<file path="src/rtl/hlsm_host_driver.sv">
// Host-side initiator for the HLSM Start/Done protocol: accepts an operand set,
// pulses Start, waits for Done (with a watchdog) and returns the captured outputs.
module hlsm_host_driver #(
   parameter int WIDTH   = 32,
   parameter int TIMEOUT = 64,
   parameter int CNT_W   = 16
) (
   input  logic             Clk,
   input  logic             Rst,
   input  logic             req_valid,
   output logic             req_ready,
   input  logic [WIDTH-1:0] req_a,
   input  logic [WIDTH-1:0] req_b,
   input  logic [WIDTH-1:0] req_c,
   input  logic             req_t,
   output logic             rsp_valid,
   input  logic             rsp_ready,
   output logic [WIDTH-1:0] rsp_z,
   output logic [WIDTH-1:0] rsp_x,
   output logic             rsp_timeout,
   output logic             hlsm_start,
   output logic [WIDTH-1:0] hlsm_a,
   output logic [WIDTH-1:0] hlsm_b,
   output logic [WIDTH-1:0] hlsm_c,
   output logic [WIDTH-1:0] hlsm_zero,
   output logic [WIDTH-1:0] hlsm_one,
   output logic             hlsm_t,
   input  logic             hlsm_done,
   input  logic [WIDTH-1:0] hlsm_z,
   input  logic [WIDTH-1:0] hlsm_x,
   output logic             busy,
   output logic [CNT_W-1:0] txn_count
);

   localparam int TW = (TIMEOUT > 2) ? $clog2(TIMEOUT) : 1;

   typedef enum logic [1:0] {
      IDLE  = 2'd0,
      START = 2'd1,
      WAIT  = 2'd2,
      RESP  = 2'd3
   } state_e;

   state_e           state_q;
   logic [TW-1:0]    timer_q;
   logic [TW-1:0]    timer_d;
   logic [CNT_W-1:0] txnCnt_q;
   logic [CNT_W-1:0] txnCnt_d;
   logic             timeoutHit;
   logic             start_q;
   logic [WIDTH-1:0] opA_q;
   logic [WIDTH-1:0] opB_q;
   logic [WIDTH-1:0] opC_q;
   logic             opT_q;
   logic             rspValid_q;
   logic [WIDTH-1:0] rspZ_q;
   logic [WIDTH-1:0] rspX_q;
   logic             rspTimeout_q;

   // The watchdog fires on the WAIT cycle whose timer holds TIMEOUT-1, giving
   // exactly TIMEOUT WAIT cycles in which a Done is still honoured.
   always_comb begin
      timer_d    = timer_q + TW'(1);
      txnCnt_d   = txnCnt_q + CNT_W'(1);
      timeoutHit = (timer_q == TW'(TIMEOUT - 1));
   end

   always_ff @(posedge Clk or negedge Rst) begin
      if (!Rst) begin
         state_q      <= IDLE;
         timer_q      <= '0;
         txnCnt_q     <= '0;
         start_q      <= 1'b0;
         opA_q        <= '0;
         opB_q        <= '0;
         opC_q        <= '0;
         opT_q        <= 1'b0;
         rspValid_q   <= 1'b0;
         rspZ_q       <= '0;
         rspX_q       <= '0;
         rspTimeout_q <= 1'b0;
      end else begin
         case (state_q)
            IDLE: begin
               if (req_valid && req_ready) begin
                  opA_q   <= req_a;
                  opB_q   <= req_b;
                  opC_q   <= req_c;
                  opT_q   <= req_t;
                  start_q <= 1'b1;
                  state_q <= START;
               end
            end
            START: begin
               start_q <= 1'b0;
               timer_q <= '0;
               state_q <= WAIT;
            end
            // Done takes priority over the watchdog on the boundary cycle.
            WAIT: begin
               if (hlsm_done) begin
                  rspZ_q       <= hlsm_z;
                  rspX_q       <= hlsm_x;
                  rspTimeout_q <= 1'b0;
                  rspValid_q   <= 1'b1;
                  state_q      <= RESP;
               end else if (timeoutHit) begin
                  rspZ_q       <= '0;
                  rspX_q       <= '0;
                  rspTimeout_q <= 1'b1;
                  rspValid_q   <= 1'b1;
                  state_q      <= RESP;
               end else begin
                  timer_q <= timer_d;
               end
            end
            RESP: begin
               if (rsp_ready) begin
                  rspValid_q <= 1'b0;
                  txnCnt_q   <= txnCnt_d;
                  state_q    <= IDLE;
               end
            end
            default: state_q <= IDLE;
         endcase
      end
   end

   assign req_ready   = (state_q == IDLE);
   assign busy        = (state_q != IDLE);
   assign hlsm_start  = start_q;
   assign hlsm_a      = opA_q;
   assign hlsm_b      = opB_q;
   assign hlsm_c      = opC_q;
   assign hlsm_t      = opT_q;
   assign hlsm_zero   = '0;
   assign hlsm_one    = WIDTH'(1);
   assign rsp_valid   = rspValid_q;
   assign rsp_z       = rspZ_q;
   assign rsp_x       = rspX_q;
   assign rsp_timeout = rspTimeout_q;
   assign txn_count   = txnCnt_q;

endmodule
</file>
<file path="config.mk">
export PLATFORM = sky130hd
export DESIGN_NAME = hlsm_host_driver
export DESIGN_NICKNAME = d
export VERILOG_FILES = /design/src/rtl/hlsm_host_driver.sv
export SDC_FILE = /design/constraint.sdc
export NUM_CORES = 1
export LEC_CHECK = 0
export CAP_MARGIN = 5
export CORE_AREA = 2 2 161 163
export CTS_BUF_LIST = sky130_fd_sc_hd__clkbuf_8
export DETAILED_ROUTE_END_ITERATION = 8
export DIE_AREA = 0 0 163 165
export HOLD_SLACK_MARGIN = 0.08
export PLACE_DENSITY_LB_ADDON = 0.08
export SLEW_MARGIN = 20
export SYNTH_ARGS = -nofsm -noshare
export SYNTH_HDL_FRONTEND = slang
export SYNTH_SLANG_ARGS = --single-unit
</file>
<file path="constraint.sdc">
create_clock -name Clk -period 1.9 [get_ports Clk]
set_clock_uncertainty 0.15 [all_clocks]
set_input_delay 0.38 -clock Clk [delete_from_list [all_inputs] [get_ports Clk]]
set_output_delay 0.38 -clock Clk [all_outputs]
set_load 0.005 [all_outputs]
</file>
Word level (Yosys, flattened, before mapping)
Cells that the tools add are included.

storage, ports and cells
  output and inout bits = 246
  logic and storage cells = 55
  bits of input ports = 166
  register bits after elaboration = 188

operators by class
  $add $sub $neg = 2
  equal/unequal tests = 9
  reduce and logical (&&, ||, !) cells = 14
  multiplexer cells = 18

operator list
  cell                                                                     number
  32-bit two-way mux                                                       3
  16-bit by 1-bit adder with 16-bit output, second input constant          1
  6-bit two-way mux                                                        2
  6-bit case mux with 2 select lines                                       1
  2-bit nonzero test                                                       5
  3-bit AND reduction                                                      3
  2-bit two-way mux                                                        4
  2-bit case mux with 4 select lines                                       1
  2-bit AND reduction                                                      4
  6-bit by 1-bit adder with 6-bit output, second input constant            1
  6-bit equality test, second input constant                               1
  2-bit inequality test, second input constant                             3
  1-bit two-way mux                                                        5
  2-bit equality test, second input constant                               2
  1-bit case mux with 2 select lines                                       2
  3-bit inequality test, second input constant                             1
  2-bit by 1-bit equality test with 1-bit output, second input constant    1
  2-bit zero test                                                          1
  2-bit by 1-bit inequality test with 1-bit output, second input constant  1
  1-bit logical AND                                                        1

Logic depth before layout (Yosys ltp)
Gate-level depths: netlist (run 1).

  depth after elaboration = 4
  gate-level depth with buffers = 7
  gate-level depth less buffers = 6

Worst setup path after synthesis (run 1)
OpenSTA, ideal clock, no wires.

  kind = register to register
  start = register state_q[0]
  end = register opA_q[0] (netlist: hlsm_a[0])
  period minus slack after synthesis = 1837 ps
  data required time = 1625 ps
  stages on the path, launching flop included = 7
  path slack = 63 ps
  data arrival time = 1562 ps
  buffers on the path = 2
  library setup time = 125 ps
  cells stage by stage = dfrtp_1 -> inv_1 -> ha_1 -> nand2_1 -> buf_2 -> buf_4 -> mux2_2

on the way
  cells in the longest elaborated chain, start to end = 3

ends and longest elaborated chain
  element                            line  source
  from (decl)                        44    state_e state_q;
  from (signal assigned)             70    state_q <= IDLE;
  from (signal assigned)             91    state_q <= START;
  from (signal assigned)             97    state_q <= WAIT;
  2-bit zero test (*)                129   assign req_ready = (state_q == IDLE);
  via req_ready                      11    output logic req_ready,
  1-bit logical AND                  85    if (req_valid && req_ready) begin
  2-bit AND reduction (no line) (*)  --
  to (signal assigned)               86    opA_q <= req_a;
  to (decl)                          51    logic [WIDTH-1:0] opA_q;

The timed path passes the listed nets; every way through them passes the cells marked *.
A chain may end at the register's enable or synchronous reset.

Final worst setup path (run 1)
  start = register opB_q[10] (netlist: hlsm_b[10])
  end = output port hlsm_b[10]

RTL lines
  element                 line  source
  from (decl)             52    logic [WIDTH-1:0] opB_q;
  from (signal assigned)  87    opB_q <= req_b;
  to (decl)               23    output logic [WIDTH-1:0] hlsm_b,

No word-level cell between the ends.

==> results.yml, run 1 <==
status:
  status: "finished clean"
sta:
  setup_viol: 0
  achievable-frequency_mhz: 545
  finalCritPeriodShare: 0.965
  rsz0062_at_grt: "false"
  slew_viol_final: 0
  hold_viol: 0
  layout_min_cycle_time_ps: 1830
pwr:
  clock_power_share: 0.171
  total_power_w: 0.0165
  p_comb_frac: 0.422
  peakVddDrop_v: 0.000570
  sequentialPowerShare: 0.408
  p_int_w: 0.0113
  p_leak_nw: 5.97
  p_per_area_nw_per_um2: 1370
  switching_power_w: 0.00515
  swShare: 0.313
flow_run:
  cap_violations: 0
placement:
  placed_cells: 1215
  io_buffers: 347
  dpl_cell_area_um2: 11500
  place_hpwl_mm: 15.7
  gp_congestion: 0.803
finish:
  nFillCells: 2248
  fin_nets: 1100
  syn2layout_area_growth_pct: 55.6
  drive_gt1_frac: 0.215
  layout.cells.non_filler: 1270
  diodes: 0
  design_area_um2: 12000
global_routing:
  grt_util_met1: 0.181
  grt-ovfl-total: 0
  grt_max_degree: 65
  use_met2: 0.259
  antenna_found_initial: 0
  grt_pass1_wl_mm: 32.3
  grt_pass1_vias: 5820
  met3_usage: 0.0688
  grt_usage: 0.155
  grt_busiest_layer: "met2"
floorplanning:
  dieArea_um2: 26900
  io_pins: 412
  rows: 58
  fp.dieW_um: 163
  initial_core_util: 0.308
  core-area_um2: 25000
  die_h_um: 165
worst_setup_path:
  r2r_setup_slack_ps: 130
  crit_type: "flip-flop to primary output"
  r2r-end: "timer_q[3]"
  worst_ep_arrival_time_ps: 1300
  r2r_start: "state_q[0]"
  cp.required_ps: 1370
  slowest_delay_ps: 490
  crit_path_top_delay_cell: "clkdlybuf4s50_1"
  worstPathMaxFanout: 2
  ff2ff_path_depth: 7
  worst-path-buf-inv: 1
  startpoint_type: "flip-flop"
  worstPathCellList: "clkdlybuf4s50_1"
  end_kind: "primary output"
  crit_family: "buffers and inverters"
clock_tree:
  clock-sinks: 188
  h-tree-depth: 4
  cts.root.buffer_cell: "clkbuf_8"
  numCtsBuffers: 17
  cts_tree: "built"
  clk_path_buf_depth: 2
  clk_pin_slew_worst_paths_ps: 110
  insertion_delay_ps: 450
route:
  drcViolationCount: 0
  wire_per_inst_um: 16.9
  dr.first_iter.drc_count: 244
  vias: 5562
  drt-pass1-iter-count: 4
  vias_per_cell: 4.38
  ant_nets: 0
  routed_wl_mm: 21.4
synthesis:
  ys_seq_area_frac: 0.610
  ys_ff_latch: 188
  synth_area_um2: 7710
  synth.avg_cell_area_um2: 14.4
  synth-warning-count: 0
  ys_types: 41
  syn_inst: 537
worst_hold_path:
  hold_class: "input port to asynchronous set/reset pin"
## cell usage in the layout, fill, tap and decap left out, types with 6 or more instances in the layout
| master | instances |
|---|---|
| dfrtp_1 | 187 |
| clkdlybuf4s50_1 | 170 |
| dlygate4sd2_1 | 147 |
| mux2_2 | 98 |
| a22o_1 | 65 |
| conb_1 | 64 |
| buf_4 | 43 |
| dlymetal6s2s_1 | 27 |
| clkbuf_8 | 20 |
| nand2_1 | 11 |
| xnor2_1 | 11 |
| buf_12 | 7 |
| a21oi_1 | 6 |
## flip-flops by register name (all words and copies together), names as in the netlist, 2 cells and up
name,cells
hlsm_a,32
hlsm_b,32
hlsm_c,32
rsp_x,32
rsp_z,32
txn_count,16
timer_q,6
state_q,2
## power groups by stage
stage | Clock [W] | Sequential, W | Combinational [W]
floorplan | 0 | 0.00696 | 0.00286
global placement | 0 | 0.00686 | 0.00786
detailed placement | 0 | 0.00686 | 0.00797
CTS | 0.00293 | 0.00676 | 0.00716
global route | 0.00311 | 0.00697 | 0.00757
finish | 0.00281 | 0.00672 | 0.00694
## cells in the mapped netlist, drive strengths merged
cell type,n,area (µm²)
mux2,99,1110
and2,3,21.3
and4b,1,10.0
a22o,65,569
nand3b,1,7.51
nand3,6,35.0
ha,7,87.6
nand2,14,62.6
conb,2,7.51
a31oi,3,18.8
nor4,1,21.3
a311oi,1,8.76
nor4b,1,8.76
nor2,5,18.8
o21bai,1,18.8
o2bb2ai,1,8.76
and3b,1,8.76
o22ai,2,12.5
a21o,1,7.51
and4,3,26.3
nor2b,1,6.26
a41oi,1,8.76
nand4,4,25.0
o32a,1,10.0
clkbuf,2,7.51
dfrtp,188,4700
and3,3,18.8
a21oi,6,30.0
inv,5,18.8
o21ai,2,10.0
xnor2,11,96.3
nor3,3,15.0
buf,87,641
xor2,5,43.8
## worst reg2reg max path, delay by kind of cell, from the launching register on
kind | cells | cell delay, ps
fa+ha+maj | 1 | 230
flops | 1 | 400
buf+inv | 2 | 210
simple gates | 2 | 450
compound gates | 2 | 270
## through the flow
stage | util | setup TNS (ps) | hold WS (ps) | setup WS, ps
6_report | 0.479 | 0 | 214 | 66.7
5_1_grt | 0.479 | 0 | 197 | 0.684
4_1_cts | 0.476 | -30.1 | 183 | -30.1
3_5_place_dp | 0.459 | -3450 | 141 | -130
3_3_place_gp | 0.459 | -2590 | 140 | -96.8
2_1_floorplan | - | 0 | -65.6 | 63.3
## how the worst max path moves through the flow
stage               startpoint      endpoint  slack, ps  cells after the start
floorplan           state_q[0]     hlsm_a[0]         60                      6
global placement     rsp_ready  txn_count[9]       -100                      5
detailed placement   rsp_ready  txn_count[9]       -130                      5
CTS                 state_q[1]          busy        -30                      4
global route        hlsm_a[30]    hlsm_a[30]        0.7                      1
finish              hlsm_b[10]    hlsm_b[10]         70                      1
## logic make-up after synthesis
kind of cell / synth area share
multiplexers: 0.145
XOR/XNOR: 0.0182
buffers and inverters: 0.0865
flip-flops: 0.610
AND/OR/NAND/NOR: 0.0370
other: 0.000974
AO/OA/AOI/OAI: 0.0912
adder cells (fa/ha/maj): 0.0114
## metal layers
metal  wire (µm)  up-vias
met1        8230     2706
met2       10500      272
li1            -     2564
met3        2340       20
met4         301        0
met5           0        -
## repair_timing
action | in CTS | in global routing
endpoints found under the hold margin | 188 | 0
hold buffers | 1 | 0
gates resized for setup | 158 | 36
pin swaps | 1 | 2
endpoints found under the setup margin | 152 | 39
setup buffers | 21 | 1
## area by class of cell
class | count | area [µm²] | share of cell area
sequential | 188 | 4710 | 0.392
multi-input combinational | 317 | 2620 | 0.218
tap | 330 | 413 | 0.0344
clock inverter | 12 | 143 | 0.0119
timing repair buffer | 398 | 3820 | 0.319
clock buffer | 20 | 275 | 0.0230
inverter | 5 | 18.8 | 0.00156
(Power assumes the default switching activity.)
==> run 2, diff against run 1 <==
Settings changed: SETUP_SLACK_MARGIN set to 0.4.
==> results.yml, run 2 (synthesis results as in run 1) <==
floorplanning:
  rows: 58
  initial_core_util: 0.308
  core-area_um2: 25000
  dieArea_um2: 26900
  fp.dieW_um: 163
  die_h_um: 165
  io_pins: 412
flow_run:
  cap_violations: 0
worst_setup_path:
  crit_type: "flip-flop to flip-flop"
  worstPathMaxFanout: 5
  cp_common_cell: "buf_12"
  cp.required_ps: 2100
  slowest_delay_ps: 400
  worst_ep_arrival_time_ps: 2060
  crit_path_top_delay_cell: "dfrtp_2"
  end_kind: "flip-flop"
  r2r_setup_slack_ps: 40
  startpoint_type: "flip-flop"
  worstPathCellList: "ha_4, nand3_4, o21bai_4, buf_12, nand2_8, buf_12, clkbuf_16, a22o_1"
sta:
  timing.hold.ws_ps: 269
  finalCritPeriodShare: 0.979
  rsz0062_at_grt: "true"
  layout_min_cycle_time_ps: 1860
  setup_viol: 0
  hold_viol: 0
  slew_viol_final: 0
  achievable-frequency_mhz: 537
clock_tree:
  numCtsBuffers: 17
  cts_tree: "built"
  clk_pin_slew_worst_paths_ps: 110
  insertion_delay_ps: 440
  clk_path_buf_depth: 2
  h-tree-depth: 4
  cts.root.buffer_cell: "clkbuf_8"
  clock-sinks: 188
finish:
  nFillCells: 2202
  multiInputGateArea_um2: 2870
  design_area_um2: 12800
  layout.cells.non_filler: 1368
  ff_latch_area_um2: 4710
  fin_nets: 1199
  drive_gt1_frac: 0.478
  mostFrequentLayoutCell: "dfrtp_1"
  final_cell_mix: "dfrtp_1 (182), buf_2 (169), clkdlybuf4s50_1 (164)"
  syn2layout_area_growth_pct: 66.3
route:
  dr.first_iter.drc_count: 231
  routed_wl_mm: 25.1
  vias_per_cell: 4.47
  wire_per_inst_um: 18.4
  ant_nets: 0
  vias: 6115
  drt-pass1-iter-count: 4
  drcViolationCount: 0
placement:
  gp_congestion: 0.765
  placed_cells: 1209
  place_hpwl_mm: 16.3
  dpl_cell_area_um2: 11700
  io_buffers: 347
global_routing:
  grt_max_degree: 45
  grt_usage: 0.176
  grt-ovfl-total: 0
  grt_pass1_wl_mm: 36.0
  antenna_found_initial: 0
  grt_pass1_vias: 6229
pwr:
  peakVddDrop_v: 0.000630
  p_leak_nw: 6.35
  total_power_w: 0.0188
  p_per_area_nw_per_um2: 1470
status:
  status: "finished clean"
worst_hold_path:
  hold_class: "input port to asynchronous set/reset pin"
-- run 2: cell count changes in the layout (fill, tap and decap cells not counted), sizes merged --
cell,previous run,this run
buf,52,325
dlygate4sd2,147,0
dlymetal6s2s,27,0
clkdlybuf4s50,170,164
inv,13,9
bufinv,1,4
clkbuf,21,23
and2,3,4
bufbuf,0,1
clkinv,2,1
clkinvlp,1,2
diode,0,1
nand2,14,15
-- run 2: critical path, delay by kind of cell (launching register included) --
| kind | cells | cell delay [ps] |
|---|---|---|
| AO/OA/AOI/OAI | 2 | 460 |
| adder cells (fa/ha/maj) | 1 | 170 |
| AND/OR/NAND/NOR | 2 | 160 |
| flip-flops | 1 | 400 |
| buffers and inverters | 3 | 440 |
-- run 2: report_power, final --
part           internal (W)  leakage, nW  switching, W
combinational       0.00561         3.84       0.00341
clock               0.00151        0.216       0.00148
sequential          0.00583         2.30      0.000964
total                0.0129         6.35       0.00585
-- run 2: metal layers --
metal  track usage  wire length (µm)  up-vias
met5             0                 0        -
met4        0.0595               537        0
met3        0.0563              2090       26
met2         0.310             13000      273
met1         0.203              9440     3042
li1              -                 -     2774
-- run 2: metrics by stage --
| step | setup slack (ps) | setup TNS (ps) | util |
|---|---|---|---|
| after floorplan | 284 | 0 | - |
| after global placement | -18.9 | -18.9 | 0.466 |
| after detailed placement | -67.4 | -223 | 0.466 |
| after CTS | 38.6 | 0 | 0.488 |
| after global routing | -29.5 | -45.9 | 0.512 |
| final | 39.2 | 0 | 0.512 |
-- run 2: cell type report --
| class | count | share of cell area |
|---|---|---|
| antenna | 1 | 0.000195 |
| clock buffer | 19 | 0.0204 |
| clock inverter | 11 | 0.0140 |
| inverter | 5 | 0.00166 |
| multi-input combinational | 319 | 0.224 |
| sequential | 188 | 0.367 |
| tap | 330 | 0.0322 |
| timing repair buffer | 495 | 0.341 |
-- run 2: path summary, 6_finish.rpt --
check | from | to | cells after the start
min | Rst | txn_count[4] | 2
max in group asynchronous | Rst | hlsm_a[12] | 3
max reg2reg | timer_q[0] | rsp_z[9] | 8
min reg2reg | rsp_z[24] | rsp_z[24] | 1
max | timer_q[0] | rsp_z[9] | 8
min in group Clk | rsp_z[24] | rsp_z[24] | 1
-- run 2: what timing repair did --
item	CTS	global route
endpoints found under the setup margin	365	368
buffers inserted	62	46
gates resized for setup	760	36
pin swaps	6	17
cloned	15	4
hold buffers	1	0
hold endpoints to repair	150	0
==> run 3, diff against run 2 <==
Clock period 1.9 ns to 1.5 ns, I/O delays scaled along.
==> results.yml, run 3 (synthesis results as in run 1) <==
status:
  status: "finished with violations"
  violations: "negative setup slack"
worst_setup_path:
  r2r_start: "state_q[1]"
  cp.required_ps: 1700
  worst_ep_arrival_time_ps: 1960
  end_kind: "flip-flop"
  ff2ff_path_depth: 6
  worstPathMaxFanout: 8
  crit_type: "flip-flop to flip-flop"
  startpoint_type: "flip-flop"
  cp-startpoint: "state_q[1]"
pwr:
  swShare: 0.327
  p_int_w: 0.0160
  p_leak_nw: 6.39
  p_per_area_nw_per_um2: 1840
  p_comb_frac: 0.497
  peakVddDrop_v: 0.000804
  clock_power_share: 0.140
  sequentialPowerShare: 0.363
  switching_power_w: 0.00774
finish:
  design_area_um2: 12900
  mostFrequentLayoutCell: "dfrtp_1"
  syn2layout_area_growth_pct: 67.2
  drive_gt1_frac: 0.490
  final_cell_mix: "dfrtp_1 (188), clkdlybuf4s50_1 (164), buf_2 (155)"
  fin_util: 0.515
  fin_nets: 1214
global_routing:
  grt_pass1_vias: 6358
  grt_max_degree: 39
  grt_usage: 0.180
  antenna_found_initial: 0
  grt-ovfl-total: 0
  grt_pass1_wl_mm: 37.0
route:
  vias: 6181
  drt-pass1-iter-count: 4
  vias_per_cell: 4.46
  ant_nets: 0
  drcViolationCount: 0
  routed_wl_mm: 25.9
  dr.first_iter.drc_count: 208
  wire_per_inst_um: 18.7
placement:
  place_hpwl_mm: 17.8
  io_buffers: 347
  dpl_cell_area_um2: 12000
  gp_congestion: 0.764
floorplanning:
  core-area_um2: 25000
  dieArea_um2: 26900
  die_h_um: 165
  initial_core_util: 0.308
  rows: 58
  io_pins: 412
  fp.dieW_um: 163
sta:
  finalCritPeriodShare: 1.17
  slew_viol_final: 0
  hold_viol: 0
  layout_min_cycle_time_ps: 1760
  setup_viol: 189
  layout_setup_ws_ps: -257
  achievable-frequency_mhz: 569
  rsz0062_at_grt: "true"
clock_tree:
  clock-sinks: 188
  h-tree-depth: 4
  clk_path_buf_depth: 2
  numCtsBuffers: 17
  cts.root.buffer_cell: "clkbuf_8"
  cts_tree: "built"
  insertion_delay_ps: 450
  clk_pin_slew_worst_paths_ps: 110
worst_hold_path:
  hold_class: "input port to asynchronous set/reset pin"
flow_run:
  cap_violations: 0
==> run 3: power groups by stage <==
stage / Clock [W] / Sequential [W] / Combinational (W)
floorplan: 0 / 0.00886 / 0.00421
global placement: 0 / 0.00867 / 0.0109
detailed placement: 0 / 0.00874 / 0.0110
CTS: 0.00346 / 0.00861 / 0.0106
global route: 0.00367 / 0.00891 / 0.0127
finish: 0.00331 / 0.00861 / 0.0118
==> run 3: metal layers <==
metal / global-route usage / routed length [µm]
met1: 0.207 / 9940
met4: 0.0438 / 345
met2: 0.324 / 13600
met3: 0.0595 / 1990
met5: 0 / 0
==> run 3: area by class of cell <==
cell class / count / area (µm²)
Clock buffer: 18 / 248
Inverter: 5 / 21.3
Timing Repair Buffer: 511 / 4430
Fill cell: 2204 / 12100
Sequential cell: 188 / 4700
Tap cell: 330 / 413
Antenna cell: 1 / 2.50
Multi-Input combinational cell: 318 / 2950
Clock inverter: 14 / 126
==> run 3: critical path, stage by stage, from the launching register on <==
cell	delay [ps]
dfrtp_1	430
inv_2	90
ha_4	170
buf_6	160
nand2_8	130
clkbuf_16	230
mux2_4	290
==> run 3: what timing repair did <==
item                       4_1_cts  5_1_grt
setup endpoints to repair      370      370
hold endpoints to repair       188        0
gates resized for setup        794       34
gates cloned                     3       10
hold buffers                     1        0
setup buffers                   54       37
pin swaps                       14       25
==> run 3: stage by stage <==
step	cells	power (W)	setup TNS, ps	worst slack (ps)	hold slack, ps
after global placement	1247	0.0196	-54840	-369	102
after detailed placement	1247	0.0198	-58870	-403	107
final	1385	0.0237	-37780	-257	161
after CTS	1337	0.0226	-33110	-249	146
after floorplan	599	0.0131	-14130	-116	-146
after global routing	1384	0.0253	-46110	-301	155
==> run 3: path summary, 6_finish.rpt <==
path,endpoint,slack (ps)
worst min-delay path,hlsm_a[24],160
worst max-delay path,hlsm_b[12],-260
min in group Clk,hlsm_a[8],300
worst max register to register,hlsm_b[12],-260
worst min register to register,rsp_z[27],350
max in group asynchronous,rsp_x[2],470
==> patch: new RTL, flow settings as in run 3 <==
The parameter `TIMEOUT` goes from 64 to 256.
--- a/src/rtl/hlsm_host_driver.sv
+++ b/src/rtl/hlsm_host_driver.sv
@@ -2,7 +2,7 @@
 // pulses Start, waits for Done (with a watchdog) and returns the captured outputs.
 module hlsm_host_driver #(
    parameter int WIDTH   = 32,
-   parameter int TIMEOUT = 64,
+   parameter int TIMEOUT = 256,
    parameter int CNT_W   = 16
 ) (
    input  logic             Clk,
Formal check against the unedited RTL: same outputs for any inputs over 4 cycles, from zero or initial values and one cycle with Rst low; that may be too few to reach the edited logic, so the function may still have changed.
==> patch against run 3 <==
The flow still finishes with violations (negative setup slack). Worst setup slack lost 110 ps. Final area grew 6.7%. Total power up 6.9%. Maximum frequency shrank 5.9%. Sequential power rose by 0.8%. Area after synthesis is 0.89% higher. Wire length is 6.7% higher. Sequential cell count rose by 2. Highest routed layer unchanged.
==> patch: results (changes against run 3) <==
postPlaceCellArea_sq_um: 12000  # about the same
peakVddDrop_mv: 0.755  # -6.1%
p_leak_uw: 0.00700  # +9.6%
critPathLaunch: "state_q[0]$_DFFE_PN0P_"
cts_hold_buf: 1  # unchanged
status: "finished, violations left"
worstSkewPairLatency_ps: 450  # about the same
setup_slack_ps: -368  # -111 ps
setup_viol: 194  # +2.6%
max_stage_delay_ps: 420
synthAdderAreaFrac_pct: 1.13  # -0.010 points
numCtsBuffers: 17  # unchanged
ys_types: 37  # -9.8%
grt_max_degree: 50  # +28%
arrival_ps: 2090  # +130 ps
antenna_cells: 0  # -1
synth-xor-area-share_pct: 1.69  # -0.13 points
crit_slowest_cell: "dfrtp_1"
dpl.cell_count: 1263  # +1.3%
synth_mux_area_share_pct: 14.9  # +0.40 points
cpLargestDelayFamily: "simple AND/OR/NAND/NOR gates"
ctsResizeCount: 835  # +5.2%
drive_gt1_share_pct: 50.3  # +1.3 points
path_class: "reg -> reg"
fillerInstances: 2180  # -1.1%
grt_pass1_vias: 6507  # +2.3%
synth-seq-area-share_pct: 61.1  # +0.10 points
clockBufferDepth: 2  # unchanged
ys_async_sr_fraction_pct: 100  # unchanged
r2r-end: "timer_q[3]$_DFFE_PN0P_"
path_clk_slew_ps: 110  # about the same
r2r_cells: 8  # +2
fin_setup_tns_ps: -52260  # -14470 ps
antenna_found_initial: 0  # unchanged
synth_warnings: 0  # unchanged
place.gp.congestion: 0.795  # +4.1%
hold_path_class: "in -> async"
crit_fanout: 4  # -4
cts_setup_buffers: 71  # +31%
ys.flop_type: "dfrtp_1"
hpwl_um: 17600  # -1.3%
p_int_uw: 17300  # +8.3%
failed_checks: "negative setup slack"
portBuffers: 347  # unchanged
fin_hold_ws_ps: 142  # -19.1 ps
track_usage_pct: 18.8  # +0.83 points
synth_common_cells: "dfrtp_1 (190), mux2_2 (100), a22o_1 (64), buf_4 (64), nand3_1 (16)"
wl_per_cell_um: 19.2  # +2.8%
grt_pass1_wl_um: 38200  # +3.3%
first_pass_iters: 4  # unchanged
via_per_inst: 4.50  # +0.85%
synth_compound_area_share_pct: 8.48  # -0.64 points
drt_iter0_drc: 271  # +30%
cts_root_buffer: "clkbuf_8"
place_ws_ps: -548  # -145 ps
routed_wirelength_um: 27700  # +6.7%
netlist_top_cells_area: "dfrtp_1 (61%), mux2_2 (14%), a22o_1 (7.2%), buf_4 (6.2%), ha_1 (1.1%)"
synthCells: 552  # +2.8%
[patch: cell types whose count changed after synthesis, sizes merged, moves of 3 or more]
cell / delta
a31oi: -3
buf: -3
clkbuf: +3
inv: +3
mux2i: +3
nand3: +10
nand4: +3
[patch: metal layers]
layer | up-vias | track usage (%) | wire length, um | part of all wire, %
li1 | 2928 | - | - | -
met1 | 3239 | 23.1 | 11100 | 40
met2 | 273 | 33.2 | 14300 | 52
met3 | 32 | 4.07 | 1710 | 6.2
met4 | 0 | 6.07 | 589 | 2.1
met5 | - | 0 | 0 | 0
[patch: power by group through the flow]
stage	registers, uW	clock network, uW	logic [uW]
after floorplan	8890	0	3800
after global placement	8690	0	10500
after detailed placement	8760	0	10600
after CTS	8600	3410	11400
after global routing	8920	3600	14300
final	8680	3270	13400
[patch: worst reg2reg max path, stage by stage, from the launching register on]
cell and delay [ps]:
dfrtp_1 420, inv_2 90, buf_6 110, ha_4 120, and2b_1 140, a21bo_4 260
buf_6 120, or3_1 300, nand3_1 80
[patch: area by class of cell]
type | instances | area (sq um) | area share [%]
Multi-Input combinational cell | 328 | 3230 | 23.5
Clock buffer | 18 | 248 | 1.80
Tap cell | 330 | 413 | 3.00
Timing Repair Buffer | 551 | 4960 | 36.0
Sequential cell | 190 | 4750 | 34.6
Clock inverter | 13 | 124 | 0.900
Inverter | 8 | 30.0 | 0.218
[patch: cells by family (layout without fill, tap and decap cells)]
group,Yosys count,after routing
AO/OA/AOI/OAI,78,78
XOR/XNOR,15,15
adder cells (fa/ha/maj),7,7
buffers and inverters,97,590
flip-flops,190,190
multiplexers,103,103
other,2,64
AND/OR/NAND/NOR,60,61
